<file path="src/rtl/uart_frame_sched_if.sv">
// Byte-stream handshake between the frame scheduler and the UART transmitter.
// The master presents tx_data/tx_valid and the slave accepts with tx_ready.
interface uart_frame_sched_if;
  logic       tx_valid;
  logic [7:0] tx_data;
  logic       tx_ready;

  modport master (
    output tx_valid,
    output tx_data,
    input  tx_ready
  );

  modport slave (
    input  tx_valid,
    input  tx_data,
    output tx_ready
  );
endinterface

</file>
<file path="src/rtl/uart_frame_sched.sv">
// Decimates the filter word strobe and streams SYNC, I_hi, I_lo, U_hi, U_lo
// frames into the UART. Define FRAME_CHECKSUM_EN to append an XOR checksum byte.
module uart_frame_sched #(
  parameter int         WIDTH     = 16,
  parameter int         FRAME_DIV = 64,
  parameter logic [7:0] SYNC_BYTE = 8'hA5
) (
  input  logic                 clk,
  input  logic                 rst,
  input  logic                 word_clk,
  input  logic [WIDTH-1:0]     data_i,
  input  logic [WIDTH-1:0]     data_u,
  uart_frame_sched_if.master   tx,
  output logic                 busy,
  output logic                 overrun,
  output logic [7:0]           overrun_cnt
);

`ifdef FRAME_CHECKSUM_EN
  localparam int FRAME_LEN = 6;
`else
  localparam int FRAME_LEN = 5;
`endif
  localparam logic [2:0]  LAST_IDX = 3'(FRAME_LEN - 1);
  localparam logic [15:0] DIV_LAST = 16'(FRAME_DIV - 1);

  typedef enum logic {
    IDLE,
    SEND
  } state_t;

  state_t      state_reg, state_next;
  logic [2:0]  idx_reg, idx_next;
  logic        s1_reg, s2_reg, s3_reg;
  logic [15:0] div_cnt_reg, div_cnt_next;
  logic [15:0] snap_i_reg, snap_u_reg;
  logic        overrun_reg;
  logic [7:0]  overrun_cnt_reg;

  logic        strb;
  logic        trig;
  logic        load_snap;
  logic        ovr_evt;
  logic        accept;
  logic [15:0] ext_i, ext_u;
  logic [7:0]  frame_byte;

  // Narrow samples are zero-extended so the byte split is always 16-bit.
  always_comb begin
    ext_i              = '0;
    ext_u              = '0;
    ext_i[WIDTH-1:0]   = data_i;
    ext_u[WIDTH-1:0]   = data_u;
  end

  assign strb = s2_reg & ~s3_reg;
  assign trig = strb && (div_cnt_reg == DIV_LAST);

  always_comb begin
    div_cnt_next = div_cnt_reg;
    if (strb) begin
      if (div_cnt_reg == DIV_LAST) begin
        div_cnt_next = '0;
      end else begin
        div_cnt_next = div_cnt_reg + 16'd1;
      end
    end
  end

  assign accept = (state_reg == SEND) && tx.tx_ready;

  // Loads happen only from IDLE; a trigger while sending is dropped and counted.
  always_comb begin
    state_next = state_reg;
    idx_next   = idx_reg;
    load_snap  = 1'b0;
    ovr_evt    = 1'b0;
    case (state_reg)
      IDLE: begin
        if (trig) begin
          load_snap  = 1'b1;
          state_next = SEND;
          idx_next   = 3'd0;
        end
      end
      SEND: begin
        ovr_evt = trig;
        if (accept) begin
          if (idx_reg == LAST_IDX) begin
            state_next = IDLE;
            idx_next   = 3'd0;
          end else begin
            idx_next = idx_reg + 3'd1;
          end
        end
      end
      default: begin
        state_next = IDLE;
        idx_next   = 3'd0;
      end
    endcase
  end

`ifdef FRAME_CHECKSUM_EN
  logic [7:0] csum;
  assign csum = snap_i_reg[15:8] ^ snap_i_reg[7:0] ^ snap_u_reg[15:8] ^ snap_u_reg[7:0];
`endif

  always_comb begin
    frame_byte = SYNC_BYTE;
    case (idx_reg)
      3'd0:    frame_byte = SYNC_BYTE;
      3'd1:    frame_byte = snap_i_reg[15:8];
      3'd2:    frame_byte = snap_i_reg[7:0];
      3'd3:    frame_byte = snap_u_reg[15:8];
      3'd4:    frame_byte = snap_u_reg[7:0];
`ifdef FRAME_CHECKSUM_EN
      3'd5:    frame_byte = csum;
`endif
      default: frame_byte = SYNC_BYTE;
    endcase
  end

  // Outputs decode straight from state so reset clears them without a clock.
  assign tx.tx_valid = (state_reg == SEND);
  assign tx.tx_data  = (state_reg == SEND) ? frame_byte : 8'h00;
  assign busy        = (state_reg != IDLE);
  assign overrun     = overrun_reg;
  assign overrun_cnt = overrun_cnt_reg;

  always_ff @(posedge clk or posedge rst) begin
    if (rst) begin
      state_reg <= IDLE;
      idx_reg   <= 3'd0;
    end else begin
      state_reg <= state_next;
      idx_reg   <= idx_next;
    end
  end

  always_ff @(posedge clk or posedge rst) begin
    if (rst) begin
      s1_reg      <= 1'b0;
      s2_reg      <= 1'b0;
      s3_reg      <= 1'b0;
      div_cnt_reg <= '0;
    end else begin
      s1_reg      <= word_clk;
      s2_reg      <= s1_reg;
      s3_reg      <= s2_reg;
      div_cnt_reg <= div_cnt_next;
    end
  end

  always_ff @(posedge clk or posedge rst) begin
    if (rst) begin
      snap_i_reg <= '0;
      snap_u_reg <= '0;
    end else if (load_snap) begin
      snap_i_reg <= ext_i;
      snap_u_reg <= ext_u;
    end
  end

  always_ff @(posedge clk or posedge rst) begin
    if (rst) begin
      overrun_reg     <= 1'b0;
      overrun_cnt_reg <= 8'h00;
    end else if (ovr_evt) begin
      overrun_reg <= 1'b1;
      if (overrun_cnt_reg != 8'hFF) begin
        overrun_cnt_reg <= overrun_cnt_reg + 8'd1;
      end
    end
  end

endmodule

</file>
<file path="src/flat_wrapper.sv">
// flat-port wrapper written by rule: the top's interface ports become plain ports
module uart_frame_sched_flat 
#(
  parameter int         WIDTH     = 16,
  parameter int         FRAME_DIV = 64,
  parameter logic [7:0] SYNC_BYTE = 8'hA5
)
  (clk, rst, word_clk, data_i, data_u, busy, overrun, overrun_cnt, tx_tx_valid, tx_tx_data, tx_tx_ready);
  uart_frame_sched_if tx_i ();
  input  logic clk;
  input  logic rst;
  input  logic word_clk;
  input  logic [WIDTH-1:0] data_i;
  input  logic [WIDTH-1:0] data_u;
  output logic busy;
  output logic overrun;
  output logic [7:0] overrun_cnt;
  output wire logic [$bits(tx_i.tx_valid)-1:0] tx_tx_valid;
  output wire logic [$bits(tx_i.tx_data)-1:0] tx_tx_data;
  input wire logic [$bits(tx_i.tx_ready)-1:0] tx_tx_ready;
  assign tx_tx_valid = tx_i.tx_valid;
  assign tx_tx_data = tx_i.tx_data;
  assign tx_i.tx_ready = tx_tx_ready;
  uart_frame_sched #(.WIDTH(WIDTH), .FRAME_DIV(FRAME_DIV), .SYNC_BYTE(SYNC_BYTE)) u_core (.clk(clk), .rst(rst), .word_clk(word_clk), .data_i(data_i), .data_u(data_u), .tx(tx_i), .busy(busy), .overrun(overrun), .overrun_cnt(overrun_cnt));
endmodule
</file>
<file path="config.mk">
export PLATFORM = sky130hd
export DESIGN_NAME = uart_frame_sched_flat
export DESIGN_NICKNAME = d
export VERILOG_FILES = /design/src/rtl/uart_frame_sched_if.sv /design/src/rtl/uart_frame_sched.sv /design/src/flat_wrapper.sv
export SDC_FILE = /design/constraint.sdc
export NUM_CORES = 1
export LEC_CHECK = 0
export BUFFER_PORTS_ARGS = -buffer_cell sky130_fd_sc_hd__buf_4
export CAP_MARGIN = 20
export CORE_MARGIN = 1
export CORE_UTILIZATION = 39
export CTS_CLUSTER_SIZE = 16
export DETAILED_ROUTE_END_ITERATION = 10
export SYNTH_ARGS = -nofsm -noshare
export SYNTH_HDL_FRONTEND = slang
export SYNTH_SLANG_ARGS = --single-unit
export TNS_END_PERCENT = 20
</file>
<file path="constraint.sdc">
create_clock -name clk -period 3.11 [get_ports clk]
set_input_delay 0.933 -clock clk [delete_from_list [all_inputs] [get_ports clk]]
set_output_delay 0.933 -clock clk [all_outputs]
set_load 0.005 [all_outputs]
</file>
# After elaboration in Yosys (flattened, before gate mapping)

Cells that the tools add are included.

Output and inout bits: 19
Register bits after elaboration: 64
Word-level logic and storage cells: 41
Input port bits: 36

Reduce and logical (&&, ||, !) cells: 4
$add $sub $neg: 3
Eq/ne operators: 8
Bitwise operators: 3
Muxes and demuxes: 13

Operator list:

| cell                                                  | number |
|---|---|
| case mux 8 bit (4 select lines)                       | 1 |
| adder 16 x 1 -> 16 bit (second input constant)        | 1 |
| equality test 16 x 6 -> 1 bit (second input constant) | 1 |
| 2-to-1 mux 16 bit                                     | 1 |
| 2-to-1 mux 3 bit                                      | 3 |
| adder 8 x 1 -> 8 bit (second input constant)          | 1 |
| 2-to-1 mux 8 bit                                      | 1 |
| != test 8 bit (second input constant)                 | 1 |
| equality test 3 x 2 -> 1 bit (second input constant)  | 2 |
| case mux 3 bit (2 select lines)                       | 1 |
| 2-to-1 mux 1 bit                                      | 5 |
| AND reduction 2 bit                                   | 2 |
| adder 3 x 1 -> 3 bit (second input constant)          | 1 |
| equality test 3 x 1 -> 1 bit (second input constant)  | 1 |
| equality test 3 bit (second input constant)           | 1 |
| logical AND 1 bit                                     | 2 |
| != test 2 x 1 -> 1 bit (second input constant)        | 1 |
| != test 2 bit (second input constant)                 | 1 |
| inverter 1 bit                                        | 2 |
| case mux 1 bit (2 select lines)                       | 1 |
| AND 1 bit                                             | 1 |

# Depth between registers and ports, before layout

Gate-level depths: netlist of the first run.

Word-level depth: 5
Depth in mapped cells: 7
Depth with buffers taken out: 6

# Worst setup path before layout of the first run

OpenSTA, ideal clock, no wires.

Kind: register -> output
From: reg u_core.idx_reg[0]
To: out tx_tx_data[1]
Arrival time: 1.645 ns
Required time: 2.177 ns
Cell stages (with the launch flop): 8
Buffers on the path: 1
Setup slack: 0.532 ns
Cell sequence: dfrtp_1 inv_1 ha_1 clkbuf_1 or3_1 a21oi_1 nand2b_1 nor2_1

Word-level cells in the longest chain between the ends: 3
Elaborated cells between the ends (all ways): 6
Classes of those cells: 4 x eq/ne; 2 x mux

RTL lines:

| what                                              | line                    | source |
|---|---|---|
| start, declared                                   | uart_frame_sched.sv:33  | `logic [2:0] idx_reg, idx_next;` |
| start signal, assigned                            | uart_frame_sched.sv:137 | `idx_reg <= idx_next;` |
| equality test 3 bit, or another cell as far along | uart_frame_sched.sv:111 | `case (idx_reg)` |
| case mux 8 bit (4 select lines) (*)               | uart_frame_sched.sv:111 |  |
| 2-to-1 mux 8 bit (*)                              | uart_frame_sched.sv:126 | `assign tx.tx_data = (state_reg == SEND) ? frame_byte : 8'h00;` |
| end, declared                                     | flat_wrapper.sv:19      | `output wire logic [$bits(tx_i.tx_data)-1:0] tx_tx_data;` |

Every way passes the cells marked *; elsewhere a longest branch is shown, timed or not.

# Final worst setup path of the first run

From: reg u_core.idx_reg[0]
To: out tx_tx_data[6]

The elaborated chain is that of the path after synthesis.

==> results of run 1 <==
[routing by layer]
metal  up-vias  track usage (%)
met5         -                0
met4         0            7.258
met1      1084            24.55
met2        43            24.11
met3        10            2.862
li1       1050                -
[cell usage after synthesis, drive strengths merged]
cell and number:
nand3b 1, a21oi 3, inv 6, ha 7
and4 2, and4bb 1, xor2 12, nor3 10
o22a 1, a32oi 4, a222oi 4, a41o 1
a22oi 4, nand2 17, o31ai 2, buf 4
or4 1, nor2 12, and3 4, o21ai 5
and2 1, o21a 4, nor4 6, or3 2
a22o 4, mux2 35, a21o 1, nand3 9
nand4 6, dfrtp 64, nor2b 2, nand2b 4
xnor2 7, clkbuf 6, nand4b 1
[through the flow]
| stage | power [µW] | area (µm²) | hold slack, ns |
|---|---|---|---|
| 6_report | 1782 | 3806 | 0.3594 |
| 5_1_grt | 1870 | 3806 | 0.3682 |
| 4_1_cts | 1807 | 3766 | 0.3629 |
| 3_5_place_dp | 1028 | 3538 | 0.3465 |
| 3_3_place_gp | 1025 | 3538 | 0.3330 |
| 2_1_floorplan | 967.5 | 3043 | 0.3312 |
[cell type report]
cell class                      count  share of cell area [%]
Timing Repair Buffer               61                   12.03
Clock buffer                        9                   3.254
Multi-Input combinational cell    173                   36.29
Clock inverter                      7                   2.498
Sequential cell                    64                   42.08
Tap cell                           99                   3.254
Inverter                            6                  0.5917
[cells by family after synthesis]
group                      Yosys count  synth area share [%]
AOI/OAI and AO/OA                   33                 8.264
xor gates and xnor gates            19                 5.469
adders and majority gates            7                 2.878
buffers and inverters               16                 2.837
DFF                                 64                 52.63
muxes                               35                 12.95
and+or+nand+nor                     79                 14.97
[where the power goes]
| group | leakage, µW | switching, µW | internal, µW |
|---|---|---|---|
| combinational | 0.000872 | 53.9 | 57.6 |
| clock | 0.000110 | 320 | 452 |
| sequential | 0.000870 | 36.8 | 862 |
[final timing paths]
| path | endpoint | slack (ns) |
|---|---|---|
| setup / recovery | tx_tx_data[6] | 0.14 |
| max in group asynchronous | u_core.snap_u_reg[15]$_DFFE_PP0P_ | 1.86 |
| hold reg to reg | u_core.s2_reg$_DFF_PP0_ | 0.36 |
| setup reg to reg | u_core.snap_u_reg[6]$_DFFE_PP0P_ | 0.88 |
| hold / removal | u_core.s2_reg$_DFF_PP0_ | 0.36 |
| min in group asynchronous | u_core.overrun_cnt[0]$_DFFE_PP0P_ | 0.58 |
[worst max-delay path: stages, from the launching register on]
cell      delay, ns
dfrtp_1        0.43
inv_1          0.11
ha_2           0.26
or3_1          0.37
a21oi_4        0.17
nand2b_4       0.16
nor2_1         0.06
buf_4          0.14
[repair_timing]
item | in CTS | in global routing
resized for setup | 3 | 4
setup buffers | 0 | 3
pin swaps | 0 | 2
endpoints found under the setup margin | 4 | 4
==> impl_metrics.yaml, run 1 <==
synth:
  synth.avg_cell_area_um2: 12.03
  syn_area_um2: 3043
  syn-num-nets: 296
  synthDistinctLibCells: 40
  synth-seq-area-share_pct: 52.63
  yosysTopAreaCellShare_pct: 52.63
  synth-seq-cells: 64
  yosys_warnings: 0
  netlist_top_cells_area: "dfrtp_1 53%, mux2_2 10%, xor2_1 3.5%"
  yosys.area.top_type: "dfrtp_1"
  synth_cells: 253
routing:
  wl_met1_um: 3217
  first_iter_violations: 96
  wl_met3_um: 176
  viasPerCell: 5.220
  drc: 0
  routed_wl_um: 6404
  antenna_left: 0
  highest_layer: "met4"
  wl_met2_um: 2905
  drtPass1Iterations: 5
  wire_per_inst_um: 15.28
  vias: 2187
floorplanning:
  rows: 31
  core_area_um2: 7408
  die_w_um: 90.33
  ios: 55
  die_h_um: 90.33
  initial_core_util_pct: 41.07
  dieArea_um2: 8160
final_layout:
  drive_gt1_share_pct: 36.25
  fin_nets: 358
  utilization_pct: 51.38
  syn_to_final_growth_pct: 25.08
  multiInputGateArea_um2: 1381
  num-fill-cells: 661
  layout_commonest_cell: "dfrtp_1"
  stdcell_count: 419
  ff_latch_area_um2: 1602
  diodes: 0
  mostFrequentLayoutCells: "64 x dfrtp_1, 61 x buf_4, 28 x mux2_2"
sta:
  tightest_slew_ns: 0.8429
  final.setup.tns_ns: 0
  fmax_mhz: 337.1
  hold_violations: 0
  period_minus_slack_ns: 2.966
  finalSetupViolCount: 0
  skew_ns: 0.008215
  fin_ws_ns: 0.1437
  rsz0062_at_grt: "no"
  period_share_pct: 95.38
  maxSlewHeadroom_pct: 43.37
  drv_slew: 0
critical_path:
  arrival_ns: 2.03
  critPathLaunch: "u_core.idx_reg[0]$_DFFE_PP0P_"
  r2r_start: "u_core.div_cnt_reg[0]$_DFFE_PP0N_"
  critPathKind: "register to output pin"
  crit_fanout: 9
  worst_setup_path_end_kind: "output pin"
  cp-start-kind: "register"
  ff2ff_path_depth: 6
  crit_required_ns: 2.18
run:
  drv_cap: 0
cts:
  cts_tree: "done"
  htreeDepth: 3
  numCtsBuffers: 9
  path_clk_slew_ns: 0.07
  max-clock-path-buffers: 2
  insertion_delay_ns: 0.33
  cts_root_buf: "clkbuf_8"
  clock_sinks: 64
  ctsHoldBuffers: 0
worst_hold_path:
  hp-class: "register to register"
  min_from: "u_core.s1_reg$_DFF_PP0_"
  hold_depth: 0
place:
  place_ws_ns: 0.2666
  place_hpwl_um: 4611
  gp_congestion: 0.7852
  dp.cells: 400
  portBuffers: 54
global_routing:
  grt_overflow_total: 0
  grt_pass1_wl_um: 10640
  grt_max_degree: 33
  globalRouteTotalUtil_pct: 16.69
  grt_pass1_vias: 2106
  antenna_found_initial: 0
power_and_ir_drop:
  vdd.ir_drop.worst_mv: 0.2277
  powerDensity_nw_per_um2: 468.2
  leakage_uw: 0.001852
run_status:
  outcome: "finished clean"
(Power assumes the default switching activity.)
==> run 2, diff against run 1 <==
Settings changed: ABC_AREA set to 1.
==> impl_metrics.yaml, run 2 <==
critical_path:
  worst_setup_path_end_kind: "output pin"
  crit_fanout: 9
  crit_chain: "inv_1 -> ha_1 -> nand2_1 -> clkinv_1 -> nor2_1 -> nand3_1 -> a31oi_1 -> buf_4"
  critPathKind: "register to output pin"
  cp-start-kind: "register"
  path_delay_family: "buffers and inverters"
  r2r_start: "u_core.div_cnt_reg[1]$_DFFE_PP0N_"
  r2r-end: "u_core.snap_i_reg[12]$_DFFE_PP0P_"
  crit_required_ns: 2.18
  max_stage_delay_ns: 0.41
  arrival_ns: 1.99
  cp.buffers_inverters: 3
  ff2ff_path_depth: 8
  critPathSlowestCell: "dfrtp_1"
  rrSetupSlack_ns: 0.99
floorplanning:
  ios: 55
  initial_core_util_pct: 40.37
  die_h_um: 94.22
  die_w_um: 94.22
  core_area_um2: 8217
  dieArea_um2: 8877
  rows: 33
place:
  portBuffers: 54
  place_ws_ns: 0.5452
  gp_congestion: 0.8528
  dp.cells: 579
  place_hpwl_um: 5497
cts:
  cts_setup_buffers: 0
  htreeDepth: 3
  insertion_delay_ns: 0.33
  path_clk_slew_ns: 0.06
  cts_root_buf: "clkbuf_8"
  max-clock-path-buffers: 2
  clock_sinks: 64
  numCtsBuffers: 9
  cts_tree: "done"
  ctsHoldBuffers: 0
  cts.repair.resized: 0
final_layout:
  drive_gt1_share_pct: 17.59
  layout_commonest_cell: "nand2_1"
  stdcell_count: 594
  diodes: 0
  mostFrequentLayoutCells: "162 x nand2_1, 65 x nand3_1, 64 x dfrtp_1"
  fin_nets: 528
  num-fill-cells: 808
  syn_to_final_growth_pct: 20.41
synth:
  synthTopCellsByCount: "162 x nand2_1, 65 x nand3_1, 64 x dfrtp_1"
  synth.avg_cell_area_um2: 7.732
  synthDistinctLibCells: 29
  synth_edf_count: 0
  ys.flop_type: "dfrtp_1"
  syn-num-nets: 472
  ys_async_sr_fraction_pct: 100.0
  netlist_top_cells_area: "dfrtp_1 48%, nand2_1 18%, nand3_1 9.8%"
  synth-seq-cells: 64
  yosysTopAreaCellShare_pct: 48.28
  syn_area_um2: 3317
  synth-seq-area-share_pct: 48.28
  yosys_warnings: 0
  synth_cells: 429
  synth.most_common_cell: "nand2_1"
  yosys.area.top_type: "dfrtp_1"
global_routing:
  grt_overflow_total: 0
  globalRouteTotalUtil_pct: 18.40
  grt_pass1_wl_um: 12480
  grt_use_met1_pct: 25.52
  grt_pass1_vias: 2659
  grt-busiest-layer: "met2"
  antenna_found_initial: 0
  grt_max_degree: 37
  gr-usage-met2_pct: 27.78
  use_met3_pct: 3.398
run_status:
  outcome: "finished clean"
routing:
  antenna_left: 0
  drc: 0
  first_iter_violations: 146
  drtPass1Iterations: 4
  viasPerCell: 4.848
  vias: 2880
  routed_wl_um: 7733
  wire_per_inst_um: 13.02
worst_hold_path:
  min_from: "u_core.s1_reg$_DFF_PP0_"
  hold_depth: 0
  hp-class: "register to register"
  min_to: "u_core.s2_reg$_DFF_PP0_"
power_and_ir_drop:
  p_switching_uw: 775.6
  p_sw_share_pct: 34.07
  vdd.ir_drop.worst_mv: 0.2644
  p_seq_share_pct: 41.2
  internal_power_uw: 1501
  powerDensity_nw_per_um2: 570.0
  p_total_uw: 2276
  clkPwrFrac_pct: 27.7
  leakage_uw: 0.002058
  pwr-share-comb_pct: 31.1
sta:
  period_share_pct: 93.94
  drv_slew: 0
  period_minus_slack_ns: 2.921
  finalSetupViolCount: 0
  tightest_slew_ns: 0.5453
  fmax_mhz: 342.3
  skew_ns: 0.01024
  hold_violations: 0
  fin_ws_ns: 0.1886
  maxSlewHeadroom_pct: 63.42
  rsz0062_at_grt: "no"
  final.setup.tns_ns: 0
run:
  drv_cap: 0
[run 2: stage by stage]
| stage | instance area, µm² | hold slack (ns) | util, % |
|---|---|---|---|
| 2_1_floorplan | 3317 | 0.3312 | - |
| 3_5_place_dp | 3821 | 0.3434 | 46.51 |
| 4_1_cts | 3994 | 0.3588 | 48.61 |
| 5_1_grt | 3994 | 0.3681 | 48.61 |
| 3_3_place_gp | 3821 | 0.3341 | 46.51 |
| 6_report | 3994 | 0.3557 | 48.61 |
[run 2: final cells by class]
class | count | area [µm²] | area share, %
sequential | 64 | 1602 | 40.10
clock inverter | 3 | 17.52 | 0.4386
inverter | 41 | 155.1 | 3.885
tap | 105 | 131.4 | 3.289
timing repair buffer | 58 | 460.4 | 11.53
clock buffer | 12 | 155.1 | 3.885
multi-input combinational | 311 | 1473 | 36.87
[run 2: kinds of logic (layout without fill, tap and decap cells)]
| logic type | count (synthesis) | after routing | share of synthesized area [%] |
|---|---|---|---|
| AND/OR/NAND/NOR | 272 | 272 | 35.46 |
| adder cells (fa/ha/maj) | 7 | 7 | 2.640 |
| AO/OA/AOI/OAI | 25 | 25 | 4.451 |
| flip-flops | 64 | 64 | 48.28 |
| buffers and inverters | 54 | 114 | 7.318 |
| XOR/XNOR | 7 | 7 | 1.848 |
[run 2: worst max path at each step]
stage	cells after the start	end	from
finish	8	tx_tx_data[2]	u_core.idx_reg[0]$_DFFE_PP0P_
global route	8	tx_tx_data[2]	u_core.idx_reg[0]$_DFFE_PP0P_
CTS	8	tx_tx_data[2]	u_core.idx_reg[0]$_DFFE_PP0P_
detailed placement	8	tx_tx_data[2]	u_core.idx_reg[0]$_DFFE_PP0P_
global placement	8	tx_tx_data[7]	u_core.idx_reg[0]$_DFFE_PP0P_
floorplan	1	u_core.busy$_DFF_PP0_	rst
[run 2: worst reg2reg max path, cell delays in order (launching register included)]
cell	delay, ns
dfrtp_1	0.38
ha_1	0.22
nand3_2	0.11
nor2_2	0.16
nand2_2	0.12
nor2_8	0.42
nand2_4	0.37
nand2_1	0.18
nand2_1	0.05
[run 2: per-layer routing]
layer  routed length [µm]  vias up
li1                     -     1477
met1                 3804     1351
met2                 3626       50
met3                  260        2
met4                   42        0
met5                    0        -
[run 2: power groups by stage]
stage | clock network (µW) | registers [µW] | logic, µW
2_1_floorplan | 0 | 941 | 423
3_3_place_gp | 0 | 948 | 700
3_5_place_dp | 0 | 952 | 712
4_1_cts | 651 | 938 | 715
5_1_grt | 693 | 944 | 791
6_report | 631 | 938 | 707
